[src/rtl/layer_batch_sequencer_if.sv]
// layer_batch_sequencer_if: sequencer <-> scheduler handshake bundle
interface layer_batch_sequencer_if #(
  parameter int LAYER_W = 2,
  parameter int BATCH_W = 4
);
  logic               final_start_signal;
  logic               batch_complete_signal;
  logic [BATCH_W-1:0] current_batch_id;
  logic [LAYER_W-1:0] current_layer_id;
  logic               layer_transition;
  logic               clear_output_bram;
  logic               all_batches_complete;
  modport master (
    output final_start_signal, current_batch_id, current_layer_id,
           layer_transition, clear_output_bram, all_batches_complete,
    input  batch_complete_signal
  );
  modport slave (
    input  final_start_signal, current_batch_id, current_layer_id,
           layer_transition, clear_output_bram, all_batches_complete,
    output batch_complete_signal
  );
endinterface

[src/rtl/layer_batch_sequencer.sv]
// layer_batch_sequencer: per-layer batch sequencing with BRAM clear before each layer start
module layer_batch_sequencer #(
  parameter int NUM_LAYERS = 4,
  parameter int LAYER_W = 2,
  parameter int BATCH_W = 4,
  parameter logic [NUM_LAYERS*BATCH_W-1:0] LAYER_BATCHES = {4'd1, 4'd2, 4'd4, 4'd8},
  parameter bit USE_EXT_LAYER = 1'b0,
  parameter int CLEAR_CYCLES = 2
) (
  input  logic               clk,
  input  logic               rst_n,
  input  logic               weight_write_done,
  input  logic               ifmap_write_done,
  input  logic               ext_scheduler_start,
  input  logic [LAYER_W-1:0] ext_layer_id,
  input  logic               abort,
  layer_batch_sequencer_if.master sched,
  output logic               wait_weight,
  output logic               busy,
  output logic               protocol_error
);
  localparam int CW = $clog2(CLEAR_CYCLES + 1);
  typedef enum logic [2:0] {IDLE, CLEARING, RUNNING, WAIT_RELOAD, LAYER_DONE} state_t;
  state_t             state, state_n;
  logic               w_prev, i_prev, w_loaded, i_loaded, w_loaded_n, i_loaded_n;
  logic               start_pulse, start_n, trans, trans_n, clear, clear_n, err_n;
  logic [CW-1:0]      clr_cnt, clr_cnt_n;
  logic [BATCH_W-1:0] batch, batch_n, cnt_raw, cnt;
  logic [LAYER_W-1:0] layer, layer_n, ptr, ptr_n, sel_layer;
  logic               w_pe, i_pe, ready, bad_ext, last;
  assign w_pe      = weight_write_done & ~w_prev;
  assign i_pe      = ifmap_write_done & ~i_prev;
  assign ready     = (w_loaded | w_pe) & (i_loaded | i_pe);
  assign bad_ext   = USE_EXT_LAYER && ({1'b0, ext_layer_id} >= (LAYER_W+1)'(NUM_LAYERS));
  assign sel_layer = bad_ext ? '0 : (USE_EXT_LAYER ? ext_layer_id : ptr);
  assign cnt_raw   = LAYER_BATCHES[int'(layer)*BATCH_W +: BATCH_W];
  assign cnt       = (cnt_raw == '0) ? BATCH_W'(1) : cnt_raw;
  assign last      = batch == cnt - BATCH_W'(1);
  always_comb begin
    state_n    = state;
    w_loaded_n = w_loaded | w_pe;
    i_loaded_n = i_loaded | i_pe;
    batch_n    = batch;
    layer_n    = layer;
    ptr_n      = ptr;
    clr_cnt_n  = clr_cnt;
    clear_n    = clear;
    trans_n    = 1'b0;
    start_n    = 1'b0;
    err_n      = protocol_error | (sched.batch_complete_signal & (state != RUNNING));
    if (abort) begin
      state_n    = IDLE;
      w_loaded_n = 1'b0;
      i_loaded_n = 1'b0;
      batch_n    = '0;
      ptr_n      = '0;
      clr_cnt_n  = '0;
      clear_n    = 1'b0;
      err_n      = 1'b0;
    end else begin
      case (state)
        IDLE, LAYER_DONE: if (ready) begin
          state_n    = CLEARING;
          w_loaded_n = 1'b0;
          i_loaded_n = 1'b0;
          batch_n    = '0;
          layer_n    = sel_layer;
          ptr_n      = (sel_layer == LAYER_W'(NUM_LAYERS - 1)) ? '0 : sel_layer + LAYER_W'(1);
          clr_cnt_n  = '0;
          clear_n    = 1'b1;
          trans_n    = 1'b1;
          err_n      = err_n | bad_ext;
        end
        CLEARING: if (clr_cnt == CW'(CLEAR_CYCLES - 1)) begin
          state_n = RUNNING;
          clear_n = 1'b0;
          start_n = 1'b1;
        end else clr_cnt_n = clr_cnt + CW'(1);
        RUNNING: if (sched.batch_complete_signal) begin
          state_n = last ? LAYER_DONE : WAIT_RELOAD;
          batch_n = last ? batch : batch + BATCH_W'(1);
        end
        WAIT_RELOAD: begin
          // reload edges are consumed here rather than latched for the next layer
          w_loaded_n = w_loaded;
          i_loaded_n = i_loaded;
          err_n      = err_n | i_pe;
          state_n    = w_pe ? RUNNING : state;
          start_n    = w_pe;
        end
        default: state_n = IDLE;
      endcase
    end
  end
  always_ff @(posedge clk or negedge rst_n) begin
    if (!rst_n) begin
      state          <= IDLE;
      w_prev         <= 1'b0;
      i_prev         <= 1'b0;
      w_loaded       <= 1'b0;
      i_loaded       <= 1'b0;
      batch          <= '0;
      layer          <= '0;
      ptr            <= '0;
      clr_cnt        <= '0;
      clear          <= 1'b0;
      trans          <= 1'b0;
      start_pulse    <= 1'b0;
      protocol_error <= 1'b0;
    end else begin
      state          <= state_n;
      w_prev         <= weight_write_done;
      i_prev         <= ifmap_write_done;
      w_loaded       <= w_loaded_n;
      i_loaded       <= i_loaded_n;
      batch          <= batch_n;
      layer          <= layer_n;
      ptr            <= ptr_n;
      clr_cnt        <= clr_cnt_n;
      clear          <= clear_n;
      trans          <= trans_n;
      start_pulse    <= start_n;
      protocol_error <= err_n;
    end
  end
  assign sched.final_start_signal   = ext_scheduler_start | start_pulse;
  assign sched.current_batch_id     = batch;
  assign sched.current_layer_id     = layer;
  assign sched.layer_transition     = trans;
  assign sched.clear_output_bram    = clear;
  assign sched.all_batches_complete = state == LAYER_DONE;
  assign wait_weight                = state == WAIT_RELOAD;
  assign busy                       = (state == CLEARING) | (state == RUNNING) | (state == WAIT_RELOAD);
endmodule

[src/flat_wrapper.sv]
// flat-port wrapper written by rule: the top's interface ports become plain ports
module layer_batch_sequencer_flat 
#(
  parameter int NUM_LAYERS = 4,
  parameter int LAYER_W = 2,
  parameter int BATCH_W = 4,
  parameter logic [NUM_LAYERS*BATCH_W-1:0] LAYER_BATCHES = {4'd1, 4'd2, 4'd4, 4'd8},
  parameter bit USE_EXT_LAYER = 1'b0,
  parameter int CLEAR_CYCLES = 2
)
  (clk, rst_n, weight_write_done, ifmap_write_done, ext_scheduler_start, ext_layer_id, abort, wait_weight, busy, protocol_error, sched_final_start_signal, sched_current_batch_id, sched_current_layer_id, sched_layer_transition, sched_clear_output_bram, sched_all_batches_complete, sched_batch_complete_signal);
  layer_batch_sequencer_if #(.LAYER_W(LAYER_W), .BATCH_W(BATCH_W)) sched_i ();
  input  logic clk;
  input  logic rst_n;
  input  logic weight_write_done;
  input  logic ifmap_write_done;
  input  logic ext_scheduler_start;
  input  logic [LAYER_W-1:0] ext_layer_id;
  input  logic abort;
  output logic wait_weight;
  output logic busy;
  output logic protocol_error;
  output wire logic [$bits(sched_i.final_start_signal)-1:0] sched_final_start_signal;
  output wire logic [$bits(sched_i.current_batch_id)-1:0] sched_current_batch_id;
  output wire logic [$bits(sched_i.current_layer_id)-1:0] sched_current_layer_id;
  output wire logic [$bits(sched_i.layer_transition)-1:0] sched_layer_transition;
  output wire logic [$bits(sched_i.clear_output_bram)-1:0] sched_clear_output_bram;
  output wire logic [$bits(sched_i.all_batches_complete)-1:0] sched_all_batches_complete;
  input wire logic [$bits(sched_i.batch_complete_signal)-1:0] sched_batch_complete_signal;
  assign sched_final_start_signal = sched_i.final_start_signal;
  assign sched_current_batch_id = sched_i.current_batch_id;
  assign sched_current_layer_id = sched_i.current_layer_id;
  assign sched_layer_transition = sched_i.layer_transition;
  assign sched_clear_output_bram = sched_i.clear_output_bram;
  assign sched_all_batches_complete = sched_i.all_batches_complete;
  assign sched_i.batch_complete_signal = sched_batch_complete_signal;
  layer_batch_sequencer #(.NUM_LAYERS(NUM_LAYERS), .LAYER_W(LAYER_W), .BATCH_W(BATCH_W), .LAYER_BATCHES(LAYER_BATCHES), .USE_EXT_LAYER(USE_EXT_LAYER), .CLEAR_CYCLES(CLEAR_CYCLES)) u_core (.clk(clk), .rst_n(rst_n), .weight_write_done(weight_write_done), .ifmap_write_done(ifmap_write_done), .ext_scheduler_start(ext_scheduler_start), .ext_layer_id(ext_layer_id), .abort(abort), .sched(sched_i), .wait_weight(wait_weight), .busy(busy), .protocol_error(protocol_error));
endmodule
[config.mk]
export PLATFORM = sky130hd
export DESIGN_NAME = layer_batch_sequencer_flat
export DESIGN_NICKNAME = d
export VERILOG_FILES = /design/src/rtl/layer_batch_sequencer_if.sv /design/src/rtl/layer_batch_sequencer.sv /design/src/flat_wrapper.sv
export SDC_FILE = /design/constraint.sdc
export NUM_CORES = 1
export LEC_CHECK = 0
export CAP_MARGIN = 0
export CORE_ASPECT_RATIO = 1.75
export CORE_MARGIN = 2
export CORE_UTILIZATION = 40
export DETAILED_ROUTE_END_ITERATION = 10
export GPL_TIMING_DRIVEN = 0
export PLACE_DENSITY = 0.65
export SLEW_MARGIN = 10
export SYNTH_ARGS = -nofsm -noshare
export SYNTH_HDL_FRONTEND = slang
export SYNTH_SLANG_ARGS = --single-unit
[constraint.sdc]
create_clock -name clk -period 1.8 [get_ports clk]
set_input_delay 0.36 -clock clk [delete_from_list [all_inputs] [get_ports clk]]
set_output_delay 0.36 -clock clk [all_outputs]
set_load 0.05 [all_outputs]
Word-level counts from Yosys, hierarchy flattened
Index checks and enable logic that the tools add are counted.

Flip-flop bits (word level): 21. Input port bits: 9. Output and inout port bits: 13. Word-level logic and storage cells: 99.

$add $sub $neg: 4. Equality and inequality tests: 15. Shift-type cells: 1. Muxes and demuxes: 39. Bitwise logic cells: 14. Reduce and logical (&&, ||, !) cells: 13.

Operator list (number): $mux 4 (5); $mux 3 (6); $shiftx 16x5->4 const A (1); $mux 1 (14); $mux 2 (7); $ne 3x2->1 const B (4); $pmux 3 s4 (1); $ne 3x3->1 const B (3); $reduce_and 3->1 (3); $pmux 1 s2 (4); $pmux 4 s2 (1); $reduce_and 4->1 (2); $or 1x1->1 (7); $eq 3x2->1 const B (2); $reduce_bool 3->1 (2); $add 2x1->2 const B (2); $add 4x1->4 const B (1); $and 1x1->1 (4); $eq 4x4->1 (1); $logic_not 4->1 (1); $pmux 2 s2 (1); $reduce_bool 2->1 (2); $sub 4x1->4 const B (1); $eq 3x1->1 const B (1); other kinds (8) (10).

Logic depth before layout (Yosys ltp)
Gate-level depths: netlist of the first run.

Depth in word-level cells: 9. Depth in mapped cells: 5.

Least setup slack after synthesis of the first run
No wires, ideal clock.

Kind: reg-to-output. From: reg u_core.state[1]. To: out sched_all_batches_complete. Arrival: 1.612 ns. Data required time: 1.440 ns. Setup slack: -0.172 ns. Stages on the path, launching flop included: 3. Buffers on the path: 1. Cells stage by stage: dfrtp_1 buf_2 nor3_1.

Longest elaborated chain between the ends: 1.

Ends and longest elaborated chain: start, declared (RTL line layer_batch_sequencer.sv:24) `state_t state, state_n;`; start signal, assigned (RTL line layer_batch_sequencer.sv:111) `state <= state_n;`; $eq 3x3->1 (RTL line layer_batch_sequencer.sv:131) `assign sched.all_batches_complete = state == LAYER_DONE;`; end, declared (RTL line flat_wrapper.sv:28) `output wire logic [$bits(sched_i.all_batches_complete)-1:0] sched_all_batches_complete;`.

No other way between the ends.

Worst setup path after layout of the first run
From: reg u_core.clear, in the netlist u_core.sched.clear_output_bram. To: out sched_clear_output_bram.

RTL lines: start, declared (RTL line layer_batch_sequencer.sv:26) `logic start_pulse, start_n, trans, trans_n, clear, clear_n, err_n;`; start signal, assigned (RTL line layer_batch_sequencer.sv:120) `clear <= clear_n;`; end, declared (RTL line flat_wrapper.sv:27) `output wire logic [$bits(sched_i.clear_output_bram)-1:0] sched_clear_output_bram;`.

No word-level cell between the ends.

==> results.cfg, run 1 <==
[floorplanning]
pin_count = 22
die_h_um = 74.8
core_um2 = 2720
die_width_um = 44.5
start_util_pct = 42.1
placement_rows = 25
dieArea_um2 = 3330

[routing]
routed-via-count = 936
maxUsedRoutingLayer = met4
drt_iter0_markers = 27
ant_nets = 0
postRouteWirelength_mm = 2.45
met1Wirelength_mm = 1.02
routed_via_density = 5.85
drt_drc_violations_left = 0
met3WireLength_um = 64
detailedRoute.firstPassIterationCount = 4
routed_length_per_placed_instance_um = 15.3
detailroute.wirelength.met2_mm = 1.32

[worst_setup_path]
worst_path_dominant_cell_family = buffers and inverters
slowest_stage_cell_crit_path = clkdlybuf4s50_1
crit_path_max_fanout = 2
critical_path_required_ns = 1.44
critical_path.n_buffers_inverters = 1
start_kind = flip-flop
critPathArrivalTime_ns = 1.41
critical_path.max_stage_delay_ns = 0.80
setup.worst_path.class = flip-flop to output port
critPathCaptureType = output port
critical_path.reg2reg.startpoint = u_core.sched.current_batch_id[3]
rrSetupSlack_ns = 0.06
critPathLaunch = u_core.sched.clear_output_bram
path_cells = clkdlybuf4s50_1

[cells_and_area]
design_area_um2 = 1490
layout.cells.most_common = dfrtp_1
layout.cells.non_filler = 160
mostFrequentLayoutCells = dfrtp_1, clkdlybuf4s50_1, a21oi_1
fill_cells = 254
design.final.nets = 146
post_route_cells_drive_above_1_share_pct = 25.6
areaGrowthSynthToFinish_pct = 30.0
number_of_antenna_cells_inserted = 0

[clock_tree]
clk_sinks = 21
clockBufferDepth = 2
cts-root-buf = clkbuf_8
clk-insertion-delay-late_ns = 0.26
cts_tree = yes
clk_pin_slew_ns = 0.08
post_cts_hold_buffer_count = 0
clock_buffer_count_from_cts = 3
htree_num_levels = 1
cts_setup_buffers = 0

[sta]
worst-slew-pin-transition_ns = 0.971
timing.final.hold_violations = 0
finalClockSkew_ns = 0.00530
number_of_setup_violations_in_the_final_report = 0
relative_max_transition_margin_pct = 35.1
rsz0062_at_grt = true
layout_setup_ws_ns = 0.0330
fin_tns_setup_ns = 0
timing.final.crit_share_pct = 98.2
drv_slew = 0
max_freq_ghz = 0.566
timing.final.crit_period_ns = 1.77

[global_route]
grt_antenna_before_repair = 0
first_pass_grt_wire_length_mm = 3.95
grt_start_max_net_pins = 22
sum_of_overflow_across_all_layers_after_global_routing = 0
gr-usage-all-layers_pct = 16.0
grt_pass1_vias = 898

[logic_synthesis]
ys_async_sr_fraction_pct = 100
synth-seq-area-share_pct = 45.9
syn_area_um2 = 1150
ys_ff_latch = 21
syn-instance-count = 110
synthesis.yosys.warnings = 0
synth_cell_types = 41
synth_edf_count = 0
synth_nets = 122
syn-mean-instance-area_um2 = 10.4
primary_ff_master_synth = dfrtp_1

[placed_design]
final_hpwl_from_detailed_placement_mm = 1.78
place.gp.congestion = 0.847
dp.cells = 156
dpl_worst_slack_ns = -0.437
placement.io_buffers = 19
dpl-instance-area_um2 = 1400

[pwr]
power.ir.vdd_worst_mv = 0.545
cellLeakagePower_uw = 0.000661
power-per-cell-area_nw_per_um2 = 789

[worst_hold_path]
min-delay-start = u_core.protocol_error
worstHoldPathType = flip-flop to flip-flop

[run_status]
run_status = complete, no violations

[job]
drv.max_cap_violation_count = 0
==> timing repair <==
action,in CTS,in global routing
endpoints found under the hold margin,0,0
endpoints found under the setup margin,13,7
resized for setup,27,9
==> cell families (layout without fill, tap and decap cells) <==
logic type / count (synthesis) / count (layout) / synth area share (%)
buf+inv: 9 / 32 / 3.06
xor+xnor: 1 / 1 / 0.764
mux: 8 / 8 / 7.31
compound gates: 22 / 22 / 15.6
simple gates: 46 / 46 / 24.1
fa+ha+maj: 3 / 3 / 3.28
flops: 21 / 21 / 45.9
==> power breakdown <==
part	internal (uW)	leakage, uW	total [uW]	switching (uW)
logic	130	0.000361	323	193
registers	501	0.000274	542	41.0
clock network	154	0.0000255	311	157
==> sequential cells by signal, summed over array words and instances (netlist names), 2 cells and up <==
name	cells
u_core.state	3
u_core.sched.current_batch_id	4
u_core.sched.current_layer_id	2
u_core.ptr	2
u_core.clr_cnt	2
==> per-stage QoR <==
step | utilization (%) | power [uW] | hold slack, ns
2_1_floorplan | - | 756 | 0.0644
3_3_place_gp | 51.6 | 850 | 0.491
3_5_place_dp | 51.6 | 858 | 0.486
4_1_cts | 53.9 | 1170 | 0.503
5_1_grt | 54.8 | 1230 | 0.549
6_report | 54.8 | 1180 | 0.495
==> cell type report <==
class | count | area (um2) | share of cell area (%)
inverter | 5 | 18.8 | 1.26
multi-input combinational | 80 | 644 | 43.2
tap | 27 | 33.8 | 2.27
timing repair buffer | 19 | 190 | 12.8
clock inverter | 1 | 5.00 | 0.336
sequential | 21 | 533 | 35.8
buffer | 4 | 23.8 | 1.60
clock buffer | 3 | 41.3 | 2.77
==> final timing paths <==
| kind | endpoint | cells after the start |
|---|---|---|
| min | u_core.protocol_error | 2 |
| min in group asynchronous | u_core.sched.layer_transition | 1 |
| min reg2reg | u_core.protocol_error | 2 |
| max reg2reg | u_core.sched.current_batch_id[0] | 4 |
| max in group asynchronous | u_core.sched.current_batch_id[3] | 1 |
| max | sched_clear_output_bram | 1 |
==> metal layers <==
layer / vias to the layer above / track usage (%)
li1: 455 / -
met1: 459 / 18.6
met2: 18 / 28.2
met3: 4 / 2.16
met4: 0 / 7.74
met5: - / 0
==> worst min-delay path: cells and delay by family (launching register included) <==
| family | cells | cell delay [ns] |
|---|---|---|
| AO/OA/AOI/OAI | 1 | 0.04 |
| flip-flops | 1 | 0.34 |
| AND/OR/NAND/NOR | 1 | 0.07 |
==> synthesized netlist by cell type, drive strengths merged, types with 2 or more instances <==
master	number	area, um2
ha	3	37.5
a21oi	7	35.0
dfrtp	21	526
o31ai	2	15.0
mux2i	5	50.1
or2	2	12.5
inv	5	18.8
nand2b	6	37.5
clkbuf	3	11.3
o221ai	2	23.8
nor2b	3	18.8
mux2	3	33.8
nor2	8	30.0
nand3b	2	15.0
or4	4	30.0
nor3	4	20.0
nand2	6	22.5
nand3	4	25.0
o21a	2	15.0
(Power assumes the default switching activity.)
==> run 2, diff against run 1 <==
--- a/config.mk
+++ b/config.mk
@@ -10,7 +10,6 @@
 export CORE_MARGIN = 2
 export CORE_UTILIZATION = 40
 export DETAILED_ROUTE_END_ITERATION = 10
-export GPL_TIMING_DRIVEN = 0
 export PLACE_DENSITY = 0.65
 export SLEW_MARGIN = 10
 export SYNTH_ARGS = -nofsm -noshare
==> run 2 against run 1 <==
Compared with the run above: clock skew decreased by 0.0012 ns; setup slack improved by 0.070 ns; non-clock buffer count increased by 12; maximum frequency increased by 4.1%; clock power decreased by 4%; first-iteration DRC count decreased by 48%; critical endpoint is now u_core.sched.current_batch_id[0]; largest cell class unchanged.
==> results.cfg, run 2 (same netlist as run 1, synthesis figures left out) <==
[pwr]
power.ir.vdd_worst_mv = 0.660
cellLeakagePower_uw = 0.000704
power-per-cell-area_nw_per_um2 = 762

[sta]
relative_max_transition_margin_pct = 76.9
drv_slew = 0
fin_tns_setup_ns = 0
timing.final.crit_share_pct = 94.3
max_freq_ghz = 0.589
number_of_setup_violations_in_the_final_report = 0
worst-slew-pin-transition_ns = 0.346
rsz0062_at_grt = false
finalClockSkew_ns = 0.00413
timing.final.crit_period_ns = 1.70
timing.final.hold_violations = 0

[clock_tree]
htree_num_levels = 1
clock_buffer_count_from_cts = 3
clockBufferDepth = 2
cts_tree = yes
clk_pin_slew_ns = 0.07
clk-insertion-delay-late_ns = 0.25
clk_sinks = 21
cts-root-buf = clkbuf_8

[worst_setup_path]
critPathArrivalTime_ns = 1.83
worst_r2r_endpoint = u_core.sched.current_batch_id[0]
critical_path.reg2reg.startpoint = u_core.sched.current_batch_id[2]
worst-r2r-cell-count = 4
start_kind = flip-flop
crit_path_max_fanout = 4
critical_path_required_ns = 1.94
critPathCaptureType = flip-flop
setup.worst_path.class = flip-flop to flip-flop
rrSetupSlack_ns = 0.10

[cells_and_area]
mostFrequentLayoutCells = buf_4, dfrtp_1, nor2_1
final_core_util_pct = 57.4
largest_register_ff_count = 4
design.final.nets = 158
post_route_cells_drive_above_1_share_pct = 36.6
number_of_antenna_cells_inserted = 0
fill_cells = 254
layout.cells.most_common = buf_4
layout.cells.non_filler = 172
areaGrowthSynthToFinish_pct = 36.2

[floorplanning]
placement_rows = 25
pin_count = 22
start_util_pct = 42.1
die_h_um = 74.8
die_width_um = 44.5
dieArea_um2 = 3330
core_um2 = 2720

[routing]
drt_iter0_markers = 14
routed_length_per_placed_instance_um = 14.5
postRouteWirelength_mm = 2.50
routed_via_density = 5.64
ant_nets = 0
routed-via-count = 970
detailedRoute.firstPassIterationCount = 4
drt_drc_violations_left = 0

[placed_design]
placement.io_buffers = 19
final_hpwl_from_detailed_placement_mm = 2.01
place.gp.congestion = 0.850
dp.cells = 168

[global_route]
grt_pass1_vias = 1017
gr-usage-all-layers_pct = 17.4
grt_antenna_before_repair = 0
grt_start_max_net_pins = 22
first_pass_grt_wire_length_mm = 4.32
sum_of_overflow_across_all_layers_after_global_routing = 0

[job]
drv.max_cap_violation_count = 0

[worst_hold_path]
worstHoldPathType = input port to async pin

[run_status]
run_status = complete, no violations
[run 2: cell count changes in the layout (fill, tap and decap cells not counted), moves of 2 or more]
cell and delta:
dlygate4sd2_1 -6, clkdlybuf4s15_2 -3, buf_6 -2, nor2_1 +2, buf_12 +3, clkdlybuf4s50_1 -2, buf_4 +26
[run 2: where the power goes]
| part | switching [uW] | internal (uW) | leakage [uW] | total (uW) |
|---|---|---|---|---|
| Combinational | 193 | 158 | 0.000407 | 352 |
| Clock | 141 | 157 | 0.0000228 | 298 |
| Sequential | 38.2 | 502 | 0.000274 | 540 |
[run 2: worst max path at each step]
stage | start | end
global route | ifmap_write_done | u_core.clr_cnt[1]
finish | u_core.sched.current_batch_id[2] | u_core.sched.current_batch_id[0]
global placement | weight_write_done | u_core.sched.current_layer_id[1]
CTS | u_core.state[0] | busy
floorplan | u_core.sched.current_batch_id[3] | u_core.sched.current_batch_id[0]
detailed placement | ifmap_write_done | u_core.clr_cnt[1]
[run 2: area by class of cell]
| type | count | area (um2) | area share (%) |
|---|---|---|---|
| Clock buffer | 4 | 45.0 | 2.88 |
| Multi-Input combinational cell | 80 | 616 | 39.4 |
| Timing Repair Buffer | 35 | 315 | 20.2 |
| Tap cell | 27 | 33.8 | 2.16 |
| Inverter | 5 | 18.8 | 1.20 |
| Sequential cell | 21 | 533 | 34.1 |
[run 2: what timing repair did]
item,CTS,global route
resized for setup,0,2
hold buffers,0,0
hold endpoints to repair,0,0
setup endpoints to repair,0,2
buffers inserted,0,0
[run 2: critical path, cell delays in order, from the launching register on]
cell	delay [ns]
dfrtp_2	0.44
or4b_4	0.54
o32a_4	0.22
nand3_4	0.09
mux2_4	0.30
[run 2: layer usage]
layer  GRT usage (%)  part of all wire, %  vias to the layer above
met5               0                    0                        -
met4            7.07                  1.6                        0
met3            2.40                  2.8                        4
met2            32.9                   58                       20
met1            18.5                   38                      467
li1                -                    -                      479
[run 2: metrics by stage]
stage                     setup WS [ns]  hold WS, ns  total power, uW  instance area, um2
after CTS                        0.0291        0.460             1200                1560
after global placement           -0.113        0.500              893                1510
after detailed placement         -0.147        0.502              901                1510
final                             0.103        0.455             1190                1560
after global routing             0.0112        0.508             1250                1560
after floorplan                 -0.0104       0.0644              756                1180
==> run 3, diff against run 2 <==
--- a/config.mk
+++ b/config.mk
@@ -5,7 +5,7 @@
 export SDC_FILE = /design/constraint.sdc
 export NUM_CORES = 1
 export LEC_CHECK = 0
-export CAP_MARGIN = 0
+export CAP_MARGIN = 20
 export CORE_ASPECT_RATIO = 1.75
 export CORE_MARGIN = 2
 export CORE_UTILIZATION = 40
==> results of run 3 <==
Final layout, timing and power as in run 2 (identical DEF).
